===== config.mk =====
export PLATFORM = sky130hd
export DESIGN_NAME = comparator_seq_flat
export DESIGN_NICKNAME = d
export VERILOG_FILES = /design/src/rtl/comparator_seq_if.sv /design/src/rtl/comparator_seq.sv /design/src/flat_wrapper.sv
export SDC_FILE = /design/constraint.sdc
export NUM_CORES = 1
export LEC_CHECK = 0
export CAP_MARGIN = 25
export CORE_MARGIN = 2
export CORE_UTILIZATION = 44
export DETAILED_ROUTE_END_ITERATION = 8
export PLACE_DENSITY_LB_ADDON = 0.1
export SLEW_MARGIN = 20
export SYNTH_ARGS = -nofsm -noshare
export SYNTH_HDL_FRONTEND = slang
export SYNTH_SLANG_ARGS = --single-unit

===== constraint.sdc =====
create_clock -name clk -period 1.3 [get_ports clk]
set_input_delay 0.13 -clock clk [delete_from_list [all_inputs] [get_ports clk]]
set_output_delay 0.13 -clock clk [all_outputs]
set_load 0.005 [all_outputs]

===== src/rtl/comparator_seq_if.sv =====
// Start/busy/done handshake bundle for comparator_seq: operands and mode in, status and one-hot result out.
// Master launches operations; slave is the comparator.
interface comparator_seq_if #(
    parameter int WIDTH = 16
);
    logic             start;
    logic [WIDTH-1:0] a;
    logic [WIDTH-1:0] b;
    logic             signed_mode;
    logic             busy;
    logic             done;
    logic             a_gt_b;
    logic             a_eq_b;
    logic             a_lt_b;

    modport master (
        output start, a, b, signed_mode,
        input  busy, done, a_gt_b, a_eq_b, a_lt_b
    );

    modport slave (
        input  start, a, b, signed_mode,
        output busy, done, a_gt_b, a_eq_b, a_lt_b
    );
endinterface


===== src/rtl/comparator_seq.sv =====
// Multi-cycle magnitude comparator, CHUNK bits per clock, MSB chunk first; signed via MSB-flip to offset binary.
// Latency: first differing chunk position with COMPARATOR_SEQ_EARLY_EXIT_EN, otherwise always NCHUNK edges.
// Backpressure: start is ignored while busy; nothing is queued. Start during the done cycle is accepted.
module comparator_seq #(
    parameter int WIDTH = 16,
    parameter int CHUNK = 4
) (
    input  logic             clk,
    input  logic             rst,
    comparator_seq_if.slave  bus
);
    localparam int NCHUNK = WIDTH / CHUNK;
    localparam int IW     = (NCHUNK > 1) ? $clog2(NCHUNK) : 1;
    localparam logic [IW-1:0] LAST = IW'(NCHUNK - 1);

    typedef enum logic [1:0] {IDLE, CMP, DONE} state_t;

    state_t           state;
    state_t           state_nxt;
    logic [WIDTH-1:0] a_q;
    logic [WIDTH-1:0] b_q;
    logic [IW-1:0]    idx;
    logic [CHUNK-1:0] chunk_a;
    logic [CHUNK-1:0] chunk_b;
    logic             chunk_gt;
    logic             chunk_lt;
    logic             last;
    logic             launch;
    logic             decide;
    logic             dec_gt;
    logic             dec_lt;
    logic             gt_q;
    logic             eq_q;
    logic             lt_q;
`ifndef COMPARATOR_SEQ_EARLY_EXIT_EN
    // First differing chunk is remembered while the remaining chunks are walked.
    logic             pend_vld;
    logic             pend_gt;
`endif

    // Operands shift left each CMP cycle so the chunk under test is always on top.
    assign chunk_a  = a_q[WIDTH-1 -: CHUNK];
    assign chunk_b  = b_q[WIDTH-1 -: CHUNK];
    assign chunk_gt = chunk_a > chunk_b;
    assign chunk_lt = chunk_a < chunk_b;
    assign last     = (idx == LAST);

    always_ff @(posedge clk) begin
        if (rst) begin
            state <= IDLE;
        end else begin
            state <= state_nxt;
        end
    end

    always_comb begin
        state_nxt = state;
        launch    = 1'b0;
        decide    = 1'b0;
        dec_gt    = 1'b0;
        dec_lt    = 1'b0;
        case (state)
            IDLE: begin
                if (bus.start) begin
                    state_nxt = CMP;
                    launch    = 1'b1;
                end
            end
            CMP: begin
`ifdef COMPARATOR_SEQ_EARLY_EXIT_EN
                if (chunk_gt || chunk_lt || last) begin
                    decide = 1'b1;
                    dec_gt = chunk_gt;
                    dec_lt = chunk_lt;
                end
`else
                if (last) begin
                    decide = 1'b1;
                    if (pend_vld) begin
                        dec_gt = pend_gt;
                        dec_lt = !pend_gt;
                    end else begin
                        dec_gt = chunk_gt;
                        dec_lt = chunk_lt;
                    end
                end
`endif
                if (decide) begin
                    state_nxt = DONE;
                end
            end
            DONE: begin
                if (bus.start) begin
                    state_nxt = CMP;
                    launch    = 1'b1;
                end else begin
                    state_nxt = IDLE;
                end
            end
            default: state_nxt = IDLE;
        endcase
    end

    always_ff @(posedge clk) begin
        if (rst) begin
            a_q  <= '0;
            b_q  <= '0;
            idx  <= '0;
            gt_q <= 1'b0;
            eq_q <= 1'b0;
            lt_q <= 1'b0;
`ifndef COMPARATOR_SEQ_EARLY_EXIT_EN
            pend_vld <= 1'b0;
            pend_gt  <= 1'b0;
`endif
        end else begin
            if (launch) begin
                a_q <= {bus.a[WIDTH-1] ^ bus.signed_mode, bus.a[WIDTH-2:0]};
                b_q <= {bus.b[WIDTH-1] ^ bus.signed_mode, bus.b[WIDTH-2:0]};
                idx <= '0;
`ifndef COMPARATOR_SEQ_EARLY_EXIT_EN
                pend_vld <= 1'b0;
`endif
            end else if (state == CMP) begin
                a_q <= a_q << CHUNK;
                b_q <= b_q << CHUNK;
                idx <= idx + 1'b1;
`ifndef COMPARATOR_SEQ_EARLY_EXIT_EN
                if (!pend_vld && (chunk_gt || chunk_lt)) begin
                    pend_vld <= 1'b1;
                    pend_gt  <= chunk_gt;
                end
`endif
            end
            if (decide) begin
                gt_q <= dec_gt;
                lt_q <= dec_lt;
                eq_q <= !(dec_gt || dec_lt);
            end
        end
    end

    assign bus.busy   = (state == CMP);
    assign bus.done   = (state == DONE);
    assign bus.a_gt_b = gt_q;
    assign bus.a_eq_b = eq_q;
    assign bus.a_lt_b = lt_q;
endmodule


===== src/flat_wrapper.sv =====
// flat-port wrapper written by rule: the top's interface ports become plain ports
module comparator_seq_flat 
#(
    parameter int WIDTH = 16,
    parameter int CHUNK = 4
)
  (clk, rst, bus_start, bus_a, bus_b, bus_signed_mode, bus_busy, bus_done, bus_a_gt_b, bus_a_eq_b, bus_a_lt_b);
  comparator_seq_if #(.WIDTH(WIDTH)) bus_i ();
  input  logic clk;
  input  logic rst;
  input wire logic [$bits(bus_i.start)-1:0] bus_start;
  input wire logic [$bits(bus_i.a)-1:0] bus_a;
  input wire logic [$bits(bus_i.b)-1:0] bus_b;
  input wire logic [$bits(bus_i.signed_mode)-1:0] bus_signed_mode;
  output wire logic [$bits(bus_i.busy)-1:0] bus_busy;
  output wire logic [$bits(bus_i.done)-1:0] bus_done;
  output wire logic [$bits(bus_i.a_gt_b)-1:0] bus_a_gt_b;
  output wire logic [$bits(bus_i.a_eq_b)-1:0] bus_a_eq_b;
  output wire logic [$bits(bus_i.a_lt_b)-1:0] bus_a_lt_b;
  assign bus_i.start = bus_start;
  assign bus_i.a = bus_a;
  assign bus_i.b = bus_b;
  assign bus_i.signed_mode = bus_signed_mode;
  assign bus_busy = bus_i.busy;
  assign bus_done = bus_i.done;
  assign bus_a_gt_b = bus_i.a_gt_b;
  assign bus_a_eq_b = bus_i.a_eq_b;
  assign bus_a_lt_b = bus_i.a_lt_b;
  comparator_seq #(.WIDTH(WIDTH), .CHUNK(CHUNK)) u_core (.clk(clk), .rst(rst), .bus(bus_i));
endmodule

; Yosys cells after proc, flatten, opt, wreduce, memory -nomap -nowiden
; Cells that the tools add are included.
[op_classes]
reduce_logical = 13
eq_ne = 5
magnitude_cmp = 2
multipliers = 0
shifts = 0
n_bitwise = 3
addsub = 1
div = 0
n_mux = 19
[op_table]
columns = operator, count
row1 = 16-bit two-way mux, 4
row2 = 1-bit two-way mux, 12
row3 = 2-bit case mux with 3 select lines, 1
row4 = 2-bit equality test (second input constant), 2
row5 = 4-bit > comparator, 1
row6 = 4-bit less-than comparator, 1
row7 = 2-bit two-way mux, 2
row8 = 2-bit AND reduction, 2
row9 = 2-bit OR reduction, 2
row10 = 1-bit zero test, 3
row11 = 3-bit AND reduction, 1
row12 = 2-bit by 1-bit adder with 2-bit output (second input constant), 1
row13 = 2-bit by 1-bit equality test with 1-bit output (second input constant), 1
row14 = 2-bit zero test, 1
row15 = 1-bit logical OR, 2
row16 = 2-bit by 1-bit != test with 1-bit output (second input constant), 1
row17 = 2-bit != test (second input constant), 1
row18 = 2-bit nonzero test, 1
row19 = 1-bit bitwise XOR, 2
row20 = 1-bit logical AND, 1
row21 = 1-bit NOT, 1
[word_totals]
mem_count = 0
rom_bits = 0
latchBits = 0
mem_bits_rw = 0
elab_cells = 52
ff_bits = 41

; Depth between registers and ports, before layout
[depth]
word_depth = 6
depth_mapped = 7
mapped_depth_nobuf = 6

; Worst setup path before layout
; Ideal clock, no wire load.
[synth_path]
path_type = reg2reg
from = reg u_core.b_q[14]
to = reg u_core.eq_q (netlist: u_core.bus.a_eq_b)
slack_ns = -0.033
path_stages_with_launch = 6
setup_time_ns = 0.069
arrival_time_ns = 1.264
required_ns = 1.231
cell_sequence = dfxtp_1 inv_1 ha_1 nand4_1 or4_1 o21ai_1
[synth_via]
elab_chain_cells = 6
word_cells_on_any_way = 10
[synth_rtl]
columns = element, line
row1 = "start, declared", comparator_seq.sv:21  ; logic [WIDTH-1:0] b_q;
row2 = "start signal, assigned", comparator_seq.sv:119  ; b_q <= {bus.b[WIDTH-1] ^ bus.signed_mode, bus.b[WIDTH-2:0]};
row3 = "start signal, assigned", comparator_seq.sv:126  ; b_q <= b_q << CHUNK;
row4 = 4-bit > comparator / 4-bit less-than comparator (equally long branches), "comparator_seq.sv:44, comparator_seq.sv:45"
row5 = 1-bit two-way mux, comparator_seq.sv:79  ; if (pend_vld) begin
row6 = 1-bit two-way mux, comparator_seq.sv:77  ; if (last) begin
row7 = 1-bit two-way mux, comparator_seq.sv:62  ; case (state)
row8 = 1-bit logical OR *, comparator_seq.sv:138  ; eq_q <= !(dec_gt || dec_lt);
row9 = 1-bit zero test *, comparator_seq.sv:138
row10 = "end signal, assigned", comparator_seq.sv:138
row11 = "end, declared", comparator_seq.sv:33  ; logic eq_q;
; Every way passes the cells marked *; elsewhere a longest branch is shown, timed or not.
; A chain may end at the register's enable or synchronous reset.

; Worst setup path after layout
[layout_path]
from = reg u_core.b_q[14]
to = reg u_core.pend_vld
[layout_via]
elab_chain_cells = 4
word_cells_on_any_way = 5
[layout_rtl]
columns = element, line
row1 = 4-bit > comparator / 4-bit less-than comparator (equally long branches), "comparator_seq.sv:44, comparator_seq.sv:45"
row2 = 1-bit logical OR *, comparator_seq.sv:129  ; if (!pend_vld && (chunk_gt || chunk_lt)) begin
row3 = 1-bit logical AND *, comparator_seq.sv:129
row4 = 2-bit AND reduction (no source line) *, -
row5 = "end signal, assigned", comparator_seq.sv:113  ; pend_vld <= 1'b0;
row6 = "end signal, assigned", comparator_seq.sv:122  ; pend_vld <= 1'b0;
row7 = "end signal, assigned", comparator_seq.sv:130  ; pend_vld <= 1'b1;
row8 = "end, declared", comparator_seq.sv:37  ; logic pend_vld;
; Marks and branches as above.

==> key figures <==
Die
  • Cell row count: 22
  • DIE WIDTH: approximately 67 um
  • Starting density of the core: 0.4653
  • Die Y: between 60 and 70 um
  • Die area: between 4000 and 5000 sq um
  • I/O Pins: 41
  • Core area: between 3000 and 4000 sq um

Synthesis
  • Top_reg_cell synth: dfxtp_1
  • Synth warnings: 0
  • Post-synth cell types: 31
  • Syn_nets: about 240
  • Syn Inst Count: between 150 and 200
  • Number of synthesized register bits: 41
  • Synth area leaders: dfxtp_1, a22oi_1, a21oi_1, nand2_1, ha_1
  • EDFF count, synth: 0
  • Synth top area share: 0.4747
  • Post-Syn Area per Cell: ~9 sq um
  • Syn Std Cell Area: approximately 1700 sq um
  • Post-synth top cells: dfxtp_1, a21oi_1, a22oi_1
  • Register area share after synthesis: 0.4747
  • Most common cell in the netlist: dfxtp_1
  • Ys async rst share: 0
  • Yosys top cell by area: dfxtp_1

Finish
  • Layout Area Growth over Synthesis: 67.73%
  • Reg area: 834.6 sq um
  • Layout cell share with drive strength beyond 1: 0.4258
  • ANT cells: 0
  • # fillers: approximately 250
  • Footprint of the multi-input gates: ~1100 sq um
  • Final nets: 296
  • Final cell count without fillers: about 300

Setup path
  • Cell family with most CP delay: compound AO/OA/AOI/OAI gates
  • Cell Chain, Critical Path: inv_2 -> ha_4 -> nand4_1 -> a31o_2 -> a21oi_2 -> nor3_2
  • Worst-path maximum fanout: 4
  • Slowest stage cell on the critical path: dfxtp_2
  • Worst Path Buf+Inv: 1
  • CP Data Required Time: approximately 1.5 ns
  • CP max stage delay: around 0.34 ns
  • Worst Setup End Kind: flop
  • Critical Path Source Type: flop
  • Arrival time at the worst endpoint: 1.60 ns
  • WS Path Type: flop to flop

Global routing
  • Initial antenna violation count: 0
  • Vias in the first global route: 1,605
  • GRT Resource Usage Total: 0.2187
  • Largest net degree at the start of global routing: 39
  • First-pass GRT wire length: between 7000 and 8000 um
  • Gr ovfl total: 0

Outcome
  • Outcome: finished, violations left
  • Violated checks: setup timing

Placement
  • Placer Congestion: between 0.7 and 0.8
  • Port Buf Inserts: 40
  • Placed cell count: ~290
  • Post-DP HPWL: approximately 2900 um

Detailed routing
  • Via count: ~1,700
  • Drt drc: 0
  • Post-Route WL: about 5400 um
  • Routed wire per std cell: between 15 and 20 um
  • Starting DRT DRC Count: between 100 and 150
  • Drt pass-1 iters: 4
  • Via density: ~5.6
  • Final antenna-violating net count: 0

Timing
  • Count of final max-slew check failures: 0
  • Tmin final: between 1 and 1.5 ns
  • Clk_skew: 0.005472 ns
  • Period utilisation layout: 1.093
  • Worst setup margin: -0.1212 ns
  • Tightest Pin Transition: between 0.4 and 0.5 ns
  • Fmax: between 0.7 and 0.8 GHz
  • Final number of setup-violating endpoints: 36
  • Slew HR: 0.7032
  • RSZ-0062 raised after global routing: true
  • Fin. Hold Viols: 0

Clock tree
  • Clock root cell: clkbuf_8
  • Clock transition at the registers of the reported paths: about 0.080 ns
  • Sink Count: a little over 40
  • Clk_lat worst skew: 0.30 ns
  • Clock Path Buffers: 2
  • CTS tree: yes
  • Num CTS Buffers: 5
  • H-tree depth: 2

Power
  • P per Cell Area: 1106 nW/um^2
  • Peak VDD IR: roughly 0.83 mV
  • Overall power: ~0.0032 W
  • Static Leak: approximately 1.1 nW

Flow run
  • Max-cap violations: 0

Hold path
  • HP Class: input pin to flop
[power breakdown]
| group | switching [W] | internal, W | total [W] |
|---|---|---|---|
| logic | 0.000385 | 0.000476 | 0.000860 |
| registers | 0.0000706 | 0.00134 | 0.00141 |
| clock network | 0.000456 | 0.000480 | 0.000936 |
[per-stage QoR]
step / hold slack [ns] / cell area [sq um] / util / setup TNS [ns] / setup slack (ns)
after floorplan: 0.2908 / 1729 / - / -0.02959 / -0.02959
after global routing: 0.4633 / 2900 / 0.7805 / -3.528 / -0.1834
after detailed placement: 0.4475 / 2261 / 0.6084 / -2.107 / -0.1123
after CTS: 0.4467 / 2469 / 0.6643 / -0.1332 / -0.09293
final: 0.4452 / 2900 / 0.7805 / -1.620 / -0.1212
after global placement: 0.4451 / 2261 / 0.6084 / -1.559 / -0.08972
[path summary, 6_finish.rpt]
path                  start         endpoint  cells after the start  slack (ns)
min                bus_a[7]    u_core.a_q[7]                      3        0.45
max reg2reg  u_core.b_q[14]  u_core.pend_vld                      6       -0.12
min reg2reg   u_core.a_q[5]    u_core.a_q[5]                      2        0.46
max          u_core.b_q[14]  u_core.pend_vld                      6       -0.12
[logic make-up (layout without fill, tap and decap cells)]
group,after synthesis,after routing,synth area share
compound gates,68,68,0.2533
xor+xnor,3,3,0.01520
fa+ha+maj,5,5,0.03618
buf+inv,22,82,0.06006
flops,41,41,0.4747
mux,3,3,0.01737
simple gates,54,54,0.1433
[final cells by class]
type,instances,share of cell area
clock buffer,7,0.03322
timing repair buffer,68,0.2666
sequential,41,0.2877
tap,48,0.02071
multi-input combinational,133,0.3822
clock inverter,1,0.001726
inverter,6,0.007765
[layer usage]
layer | part of all wire | track usage | up-vias
li1 | - | - | 814
met1 | 0.40 | 0.2678 | 827
met2 | 0.55 | 0.3588 | 41
met3 | 0.038 | 0.05912 | 9
met4 | 0.016 | 0.09439 | 0
met5 | 0 | 0 | -
[timing repair]
action / 4_1_cts / 5_1_grt
buffers inserted: 0 / 5
hold buffers: 0 / 0
gates cloned: 1 / 4
pin swaps: 8 / 39
resized for setup: 26 / 72
setup endpoints to repair: 12 / 40
[registers in the layout (all words and copies together) (netlist names)]
signal / count
u_core.pend_gt: 1
u_core.bus.a_lt_b: 1
u_core.b_q: 16
u_core.state: 2
u_core.idx: 2
u_core.pend_vld: 1
u_core.bus.a_eq_b: 1
u_core.bus.a_gt_b: 1
u_core.a_q: 16
[worst min-delay path: cells and delay by family]
family,cells,cell delay (ns)
compound gates,1,0.05
simple gates,1,0.11
buf+inv,1,0.40
[placed cells by master, fill, tap and decap left out, types with 8 or more instances in the layout]
cell type | netlist | layout
a21oi_1 | 29 | 19
a21oi_2 | 0 | 8
a22oi_1 | 29 | 10
a22oi_2 | 0 | 19
buf_4 | 3 | 11
clkdlybuf4s50_1 | 0 | 38
dfxtp_1 | 41 | 30
dfxtp_2 | 0 | 11
nand2_1 | 24 | 10
nand2_2 | 0 | 8
nor2_1 | 15 | 13
Power figures use the tool's default switching activity.
